<file path="src/rtl/vga_pkg.sv">
// Shared definitions for the VGA timing/pattern generator: mode encoding,
// colour-bar table, default 640x480@60 timing and the counter bundle type.
package vga_pkg;

  typedef enum logic [1:0] {
    MODE_SOLID = 2'd0,
    MODE_BARS  = 2'd1,
    MODE_CHECK = 2'd2,
    MODE_BOX   = 2'd3
  } mode_e;

  // {r,g,b} on/off flags, index 0 = leftmost bar:
  // white, yellow, cyan, green, magenta, red, blue, black
  localparam logic [7:0][2:0] BAR_TABLE = {
    3'b000, 3'b001, 3'b100, 3'b101, 3'b010, 3'b011, 3'b110, 3'b111
  };

  localparam int DEF_H_ACTIVE = 640;
  localparam int DEF_H_FP     = 16;
  localparam int DEF_H_SYNC   = 96;
  localparam int DEF_H_BP     = 48;
  localparam int DEF_V_ACTIVE = 480;
  localparam int DEF_V_FP     = 10;
  localparam int DEF_V_SYNC   = 2;
  localparam int DEF_V_BP     = 33;

  localparam int CNT_W   = 10;
  localparam int CNT_MAX = 1 << CNT_W;

  function automatic int vga_total(input int active, input int fp, input int sync, input int bp);
    return active + fp + sync + bp;
  endfunction

  // Raw timing state of the current counter position (pre-output-register).
  typedef struct packed {
    logic [CNT_W-1:0] hc;
    logic [CNT_W-1:0] vc;
    logic             hs;
    logic             vs;
    logic             de;
    logic             fstart;
    logic             line_end;
  } tstate_t;

endpackage

</file>
<file path="src/rtl/vga_timing_gen.sv">
// Horizontal/vertical counters plus sync, data-enable and frame-start decode.
// Sync flags here are active-high; polarity is applied at the output register.
module vga_timing_gen
  import vga_pkg::*;
#(
  parameter int H_ACTIVE = DEF_H_ACTIVE,
  parameter int H_FP     = DEF_H_FP,
  parameter int H_SYNC   = DEF_H_SYNC,
  parameter int H_BP     = DEF_H_BP,
  parameter int V_ACTIVE = DEF_V_ACTIVE,
  parameter int V_FP     = DEF_V_FP,
  parameter int V_SYNC   = DEF_V_SYNC,
  parameter int V_BP     = DEF_V_BP
) (
  input  logic    clk_pix,
  input  logic    reset,
  output tstate_t ts_o
);

  localparam int H_TOTAL = vga_total(H_ACTIVE, H_FP, H_SYNC, H_BP);
  localparam int V_TOTAL = vga_total(V_ACTIVE, V_FP, V_SYNC, V_BP);

  if (H_TOTAL > CNT_MAX || V_TOTAL > CNT_MAX) begin : g_bad_total
    $error("vga_timing_gen: H_TOTAL/V_TOTAL do not fit 10-bit counters");
  end

  localparam logic [CNT_W-1:0] H_LAST   = CNT_W'(H_TOTAL - 1);
  localparam logic [CNT_W-1:0] V_LAST   = CNT_W'(V_TOTAL - 1);
  localparam logic [CNT_W-1:0] H_ACT    = CNT_W'(H_ACTIVE);
  localparam logic [CNT_W-1:0] V_ACT    = CNT_W'(V_ACTIVE);
  localparam logic [CNT_W-1:0] HS_START = CNT_W'(H_ACTIVE + H_FP);
  localparam logic [CNT_W-1:0] HS_END   = CNT_W'(H_ACTIVE + H_FP + H_SYNC - 1);
  localparam logic [CNT_W-1:0] VS_START = CNT_W'(V_ACTIVE + V_FP);
  localparam logic [CNT_W-1:0] VS_END   = CNT_W'(V_ACTIVE + V_FP + V_SYNC - 1);

  logic [CNT_W-1:0] hc_q, hc_d, vc_q, vc_d;

  always_comb begin
    hc_d = hc_q + CNT_W'(1);
    vc_d = vc_q;
    if (hc_q == H_LAST) begin
      hc_d = '0;
      vc_d = (vc_q == V_LAST) ? '0 : vc_q + CNT_W'(1);
    end
  end

  always_ff @(posedge clk_pix) begin
    if (reset) begin
      hc_q <= '0;
      vc_q <= '0;
    end else begin
      hc_q <= hc_d;
      vc_q <= vc_d;
    end
  end

  always_comb begin
    ts_o.hc       = hc_q;
    ts_o.vc       = vc_q;
    ts_o.hs       = (hc_q >= HS_START) && (hc_q <= HS_END);
    ts_o.vs       = (vc_q >= VS_START) && (vc_q <= VS_END);
    ts_o.de       = (hc_q < H_ACT) && (vc_q < V_ACT);
    ts_o.fstart   = (hc_q == '0) && (vc_q == '0);
    ts_o.line_end = (hc_q == H_LAST);
  end

endmodule

</file>
<file path="src/rtl/vga_pattern_gen.sv">
// VGA test-pattern source: frame-latched mode select, solid/bars/checker/
// bouncing-box patterns and a single output register stage.
module vga_pattern_gen
  import vga_pkg::*;
#(
  parameter int COLOR_W    = 3,
  parameter int H_ACTIVE   = DEF_H_ACTIVE,
  parameter int H_FP       = DEF_H_FP,
  parameter int H_SYNC     = DEF_H_SYNC,
  parameter int H_BP       = DEF_H_BP,
  parameter int V_ACTIVE   = DEF_V_ACTIVE,
  parameter int V_FP       = DEF_V_FP,
  parameter int V_SYNC     = DEF_V_SYNC,
  parameter int V_BP       = DEF_V_BP,
  parameter bit SYNC_POL   = 1'b0,
  parameter int CHECK_LOG2 = 5,
  parameter int BOX_SIZE   = 32
) (
  input  logic                 clk_pix,
  input  logic                 reset,
  input  logic [1:0]           mode_in,
  input  logic [3*COLOR_W-1:0] solid_rgb,
  output logic [CNT_W-1:0]     hcount,
  output logic [CNT_W-1:0]     vcount,
  output logic                 de,
  output logic                 hsync,
  output logic                 vsync,
  output logic [COLOR_W-1:0]   rgb_r,
  output logic [COLOR_W-1:0]   rgb_g,
  output logic [COLOR_W-1:0]   rgb_b,
  output logic                 frame_start,
  output logic [1:0]           mode_active
);

  if (BOX_SIZE >= H_ACTIVE || BOX_SIZE >= V_ACTIVE || H_ACTIVE < 8) begin : g_bad_geom
    $error("vga_pattern_gen: BOX_SIZE must be below H_ACTIVE/V_ACTIVE and H_ACTIVE >= 8");
  end

  localparam logic [CNT_W-1:0] BAR_LAST = CNT_W'(H_ACTIVE / 8 - 1);
  localparam logic [CNT_W-1:0] BOX_XMAX = CNT_W'(H_ACTIVE - BOX_SIZE);
  localparam logic [CNT_W-1:0] BOX_YMAX = CNT_W'(V_ACTIVE - BOX_SIZE);

  tstate_t ts;

  vga_timing_gen #(
    .H_ACTIVE(H_ACTIVE), .H_FP(H_FP), .H_SYNC(H_SYNC), .H_BP(H_BP),
    .V_ACTIVE(V_ACTIVE), .V_FP(V_FP), .V_SYNC(V_SYNC), .V_BP(V_BP)
  ) u_timing (
    .clk_pix (clk_pix),
    .reset   (reset),
    .ts_o    (ts)
  );

  // Returns {fwd_next, pos_next}; fwd = 1 means moving toward lim.
  function automatic logic [CNT_W:0] bounce(input logic [CNT_W-1:0] pos, input logic fwd,
                                            input logic [CNT_W-1:0] lim);
    if (fwd && pos == lim)      return {1'b0, pos - CNT_W'(1)};
    else if (!fwd && pos == '0) return {1'b1, CNT_W'(1)};
    else if (fwd)               return {1'b1, pos + CNT_W'(1)};
    else                        return {1'b0, pos - CNT_W'(1)};
  endfunction

  mode_e            mode_q, mode_d;
  logic [CNT_W-1:0] bx_q, bx_d, by_q, by_d;
  logic             dx_q, dx_d, dy_q, dy_d;
  logic [CNT_W-1:0] bar_px_q, bar_px_d;
  logic [2:0]       bar_idx_q, bar_idx_d;

  // Frame-boundary state is applied combinationally so pixel (0,0) already
  // renders with the newly latched mode and box position.
  always_comb begin
    mode_d = mode_q;
    bx_d = bx_q;
    by_d = by_q;
    dx_d = dx_q;
    dy_d = dy_q;
    if (ts.fstart) begin
      mode_d     = mode_e'(mode_in);
      {dx_d, bx_d} = bounce(bx_q, dx_q, BOX_XMAX);
      {dy_d, by_d} = bounce(by_q, dy_q, BOX_YMAX);
    end
  end

  // Bar index tracks the current hc; last bar absorbs the H_ACTIVE%8 remainder.
  always_comb begin
    bar_px_d  = bar_px_q + CNT_W'(1);
    bar_idx_d = bar_idx_q;
    if (ts.line_end) begin
      bar_px_d  = '0;
      bar_idx_d = '0;
    end else if (bar_px_q == BAR_LAST) begin
      bar_px_d = '0;
      if (bar_idx_q != 3'd7) bar_idx_d = bar_idx_q + 3'd1;
    end
  end

  logic             in_box;
  logic [2:0]       flags;
  logic [COLOR_W-1:0] pix_r, pix_g, pix_b;

  always_comb begin
    in_box = ({1'b0, ts.hc} >= {1'b0, bx_d}) &&
             ({1'b0, ts.hc} <  {1'b0, bx_d} + (CNT_W+1)'(BOX_SIZE)) &&
             ({1'b0, ts.vc} >= {1'b0, by_d}) &&
             ({1'b0, ts.vc} <  {1'b0, by_d} + (CNT_W+1)'(BOX_SIZE));
    flags = '0;
    case (mode_d)
      MODE_BARS:  flags = BAR_TABLE[bar_idx_q];
      MODE_CHECK: flags = {3{ts.hc[CHECK_LOG2] ^ ts.vc[CHECK_LOG2]}};
      MODE_BOX:   flags = {3{in_box}};
      default:    flags = '0;
    endcase
    if (mode_d == MODE_SOLID) begin
      pix_r = solid_rgb[3*COLOR_W-1 -: COLOR_W];
      pix_g = solid_rgb[2*COLOR_W-1 -: COLOR_W];
      pix_b = solid_rgb[COLOR_W-1:0];
    end else begin
      pix_r = {COLOR_W{flags[2]}};
      pix_g = {COLOR_W{flags[1]}};
      pix_b = {COLOR_W{flags[0]}};
    end
    if (!ts.de) begin
      pix_r = '0;
      pix_g = '0;
      pix_b = '0;
    end
  end

  always_ff @(posedge clk_pix) begin
    if (reset) begin
      mode_q    <= MODE_SOLID;
      bx_q      <= '0;
      by_q      <= '0;
      dx_q      <= 1'b1;
      dy_q      <= 1'b1;
      bar_px_q  <= '0;
      bar_idx_q <= '0;
    end else begin
      mode_q    <= mode_d;
      bx_q      <= bx_d;
      by_q      <= by_d;
      dx_q      <= dx_d;
      dy_q      <= dy_d;
      bar_px_q  <= bar_px_d;
      bar_idx_q <= bar_idx_d;
    end
  end

  always_ff @(posedge clk_pix) begin
    if (reset) begin
      hcount      <= '0;
      vcount      <= '0;
      de          <= 1'b0;
      hsync       <= ~SYNC_POL;
      vsync       <= ~SYNC_POL;
      rgb_r       <= '0;
      rgb_g       <= '0;
      rgb_b       <= '0;
      frame_start <= 1'b0;
    end else begin
      hcount      <= ts.hc;
      vcount      <= ts.vc;
      de          <= ts.de;
      hsync       <= ts.hs ? SYNC_POL : ~SYNC_POL;
      vsync       <= ts.vs ? SYNC_POL : ~SYNC_POL;
      rgb_r       <= pix_r;
      rgb_g       <= pix_g;
      rgb_b       <= pix_b;
      frame_start <= ts.fstart;
    end
  end

  assign mode_active = mode_q;

endmodule

</file>
<file path="config.mk">
export PLATFORM = sky130hd
export DESIGN_NAME = vga_pattern_gen
export DESIGN_NICKNAME = d
export VERILOG_FILES = /design/src/rtl/vga_pkg.sv /design/src/rtl/vga_timing_gen.sv /design/src/rtl/vga_pattern_gen.sv
export SDC_FILE = /design/constraint.sdc
export NUM_CORES = 1
export LEC_CHECK = 0
export CORE_MARGIN = 2
export CORE_UTILIZATION = 48
export DETAILED_ROUTE_END_ITERATION = 10
export PLACE_DENSITY = 0.77
export RECOVER_POWER = 50
export SLEW_MARGIN = 15
export SYNTH_ARGS = -nofsm -noshare
export SYNTH_HDL_FRONTEND = slang
export SYNTH_SLANG_ARGS = --single-unit
</file>
<file path="constraint.sdc">
create_clock -name clk_pix -period 5.38 [get_ports clk_pix]
set_input_delay 0.538 -clock clk_pix [delete_from_list [all_inputs] [get_ports clk_pix]]
set_output_delay 0.538 -clock clk_pix [all_outputs]
set_load 0.02 [all_outputs]
</file>
==> reports/summary.txt <==
Status: complete, but fails checks
Violated checks: max-capacitance violations, max-slew violations
Final hold vios: 0
Clock Path Buffers: 2
Worst path required time: 5650 ps
Worst Skew: 7.76 ps
RSZ-0062 raised after global routing: false
Worst-Skew Late Latency: 340 ps
Slew at the pin closest to its max-slew limit: 2560 ps
Final wirelength: 13.4 mm
Crit path launch type: register
Tmin final: 4560 ps
Largest cells by area after synthesis: dfxtp_1 34%, ha_1 10%, nor2_1 7.1%
Post-synth EDFFs: 0
Setup CP Type: register to register
Count leader, synth: nor2_1
Max incr delay on CP: 660 ps
Max_cap viols: 1
Pins Over Slew Limit: 55
Synth Flop Type: dfxtp_1
Cell area power density: 276 nW/µm²
Synth area leader: dfxtp_1
Antenna viol nets, final: 0
DR vias: 4849
WP buf/inv: 3
LEAKAGE: 2.55 nW
Number of gates resized after CTS: 0
Crit path max fanout: 9
CP Capture Type: register
Finish-stage setup viols: 0
Tcrit/Tclk final: 84.7%
Register area share after synthesis: 34.1%
Post-route cell area: 6240 µm²
I/O pin total: 48
Vias in the first global route: 4670
Antenna violations before repair: 0
Count of different cell masters after synthesis: 81
Global-route wire length before repair: 22.0 mm
Multi-input gate area: 3330 µm²
Nets: 736
Hold path cells: 1
Synth cell count leaders: 104 x nor2_1, 93 x dfxtp_1, 44 x ha_1
Site Rows: 38
Hold Crit Class: register to register
GPL Wtd Cong: 0.927
Drt initial violations: 260
Synth warn: 0
Post-synth ARST share: 0%
Layout cells sized above 1: 6.29%
Placed cell area: 5950 µm²
R2R depth: 18
DR top layer: met4
DIE HEIGHT: 111 µm
Crit-path slowest cell: nor4b_2
Net count after synthesis: 712
Crit path depth: 18
GRT overflow: 0
Clock sink count: 93
Synthesized cell area: 5460 µm²
Critical path's top delay family: compound AO/OA/AOI/OAI gates
Synth top area share: 34.1%
Average routed wire per standard cell: 16.2 µm
Setup WS post-layout: 822 ps
Setup_tns: 0 ps
Met2 WL: 6.76 mm
Horiz. Die Dim: 111 µm
Core Area: 11000 µm²
Via/cell ratio: 5.88
Yosys reg bits: 93
Syn Area/Cell: 8.34 µm²
H-tree Lvls: 3
CTS Root Cell: clkbuf_16
Post-CTS Setup Bufs: 0
Reg area: 1860 µm²
Pre-antenna DRT Iters: 5
Starting Density: 49.7%
Buffers on Ports: 47
Post-CTS Hold Buffers: 0
WL met1: 5.74 mm
Pre-CTS setup slack: 915 ps
VDD IR max: 0.239 mV
HPWL after detailed placement: 9.70 mm
Crit path DAT: 4830 ps
Worst-path cell chain: inv_1 > ha_1 > nor4b_2 > a41oi_1 > o221a_2 > o22ai_1 > inv_1 > ha_1 > inv_1 > xnor2_1 > ha_1 > nand3_1 > a21oi_1 > a2111oi_0 > o21bai_1 > a211oi_1 > a21oi_2 > nor2_1
Max-slew headroom at the worst pin: -70.4%
Largest net degree at the start of global routing: 55
Fill cells: 971
Total CTS buffers: 9
Gr usage total: 21.5%
Cells after synthesis: 655
Number of remaining DRC errors: 0
Clock transition at path regs: 70 ps
Die ar.: 12300 µm²
Routed wl met3: 589 µm
Fmax: 219 MHz
ANT cells: 0
Synthesis-to-layout area growth: 14.2%
CTS tree: yes
[cell families after synthesis]
kind of cell             after synthesis  synth area share [%]
multiplexers                           7                  1.35
adder cells (fa/ha/maj)               44                  10.1
buffers and inverters                 61                  4.90
AND/OR/NAND/NOR                      287                  27.9
flip-flops                            93                  34.1
AO/OA/AOI/OAI                        126                  15.7
XOR/XNOR                              37                  5.93
[flip-flops by register name (all words and copies together), names as in the netlist, 2 cells and up, named ones only]
register	flops
rgb_r	3
u_timing.vc_q	10
bx_q	10
bar_idx_q	3
rgb_b	3
rgb_g	3
u_timing.hc_q	10
mode_active	2
by_q	10
vcount	10
hcount	10
bar_px_q	10
[placed cells by master, fill, tap and decap left out, drive strengths merged, types with 14 or more instances in the layout]
master         n
dfxtp         93
nor3          23
a21oi         32
dlygate4sd3   34
inv           27
xor2          23
nor2         105
xnor2         14
nand4         14
nor2b         23
nand3         31
o21ai         26
ha            44
nand2         30
[power by group]
group,total (W),internal (W),switching [W]
clock network,0.000640,0.000367,0.000273
logic,0.000333,0.000135,0.000198
registers,0.000752,0.000717,0.0000349
[routing by layer]
layer / track usage, % / vias up
li1: - / 2388
met1: 25.8 / 2317
met2: 38.2 / 121
met3: 3.94 / 23
met4: 8.08 / 0
met5: 0 / -
[area by class of cell]
class / count / area share, %
multi-input combinational: 501 / 53.4
sequential: 93 / 29.8
timing repair buffer: 49 / 7.64
clock buffer: 11 / 3.73
tap: 140 / 2.81
inverter: 25 / 1.50
clock inverter: 5 / 1.08
[through the flow]
step | utilization [%] | hold slack, ps | instances | power, W
6_report | 56.8 | 447 | 824 | 0.00173
5_1_grt | 56.8 | 478 | 824 | 0.00180
4_1_cts | 56.9 | 449 | 824 | 0.00174
3_5_place_dp | 54.1 | 441 | 808 | 0.00110
3_3_place_gp | 54.1 | 429 | 808 | 0.00109
2_1_floorplan | - | 413 | 655 | 0.00100
[path summary, 6_finish.rpt]
| path | endpoint | slack, ps | from |
|---|---|---|---|
| worst max register to register | rgb_b[2] | 820 | bx_q[0] |
| worst min register to register | bar_px_q[0] | 450 | bar_px_q[0] |
| worst max-delay path | rgb_b[2] | 820 | bx_q[0] |
| worst min-delay path | bar_px_q[0] | 450 | bar_px_q[0] |
Note: power is estimated with default switching activity, not from simulation.
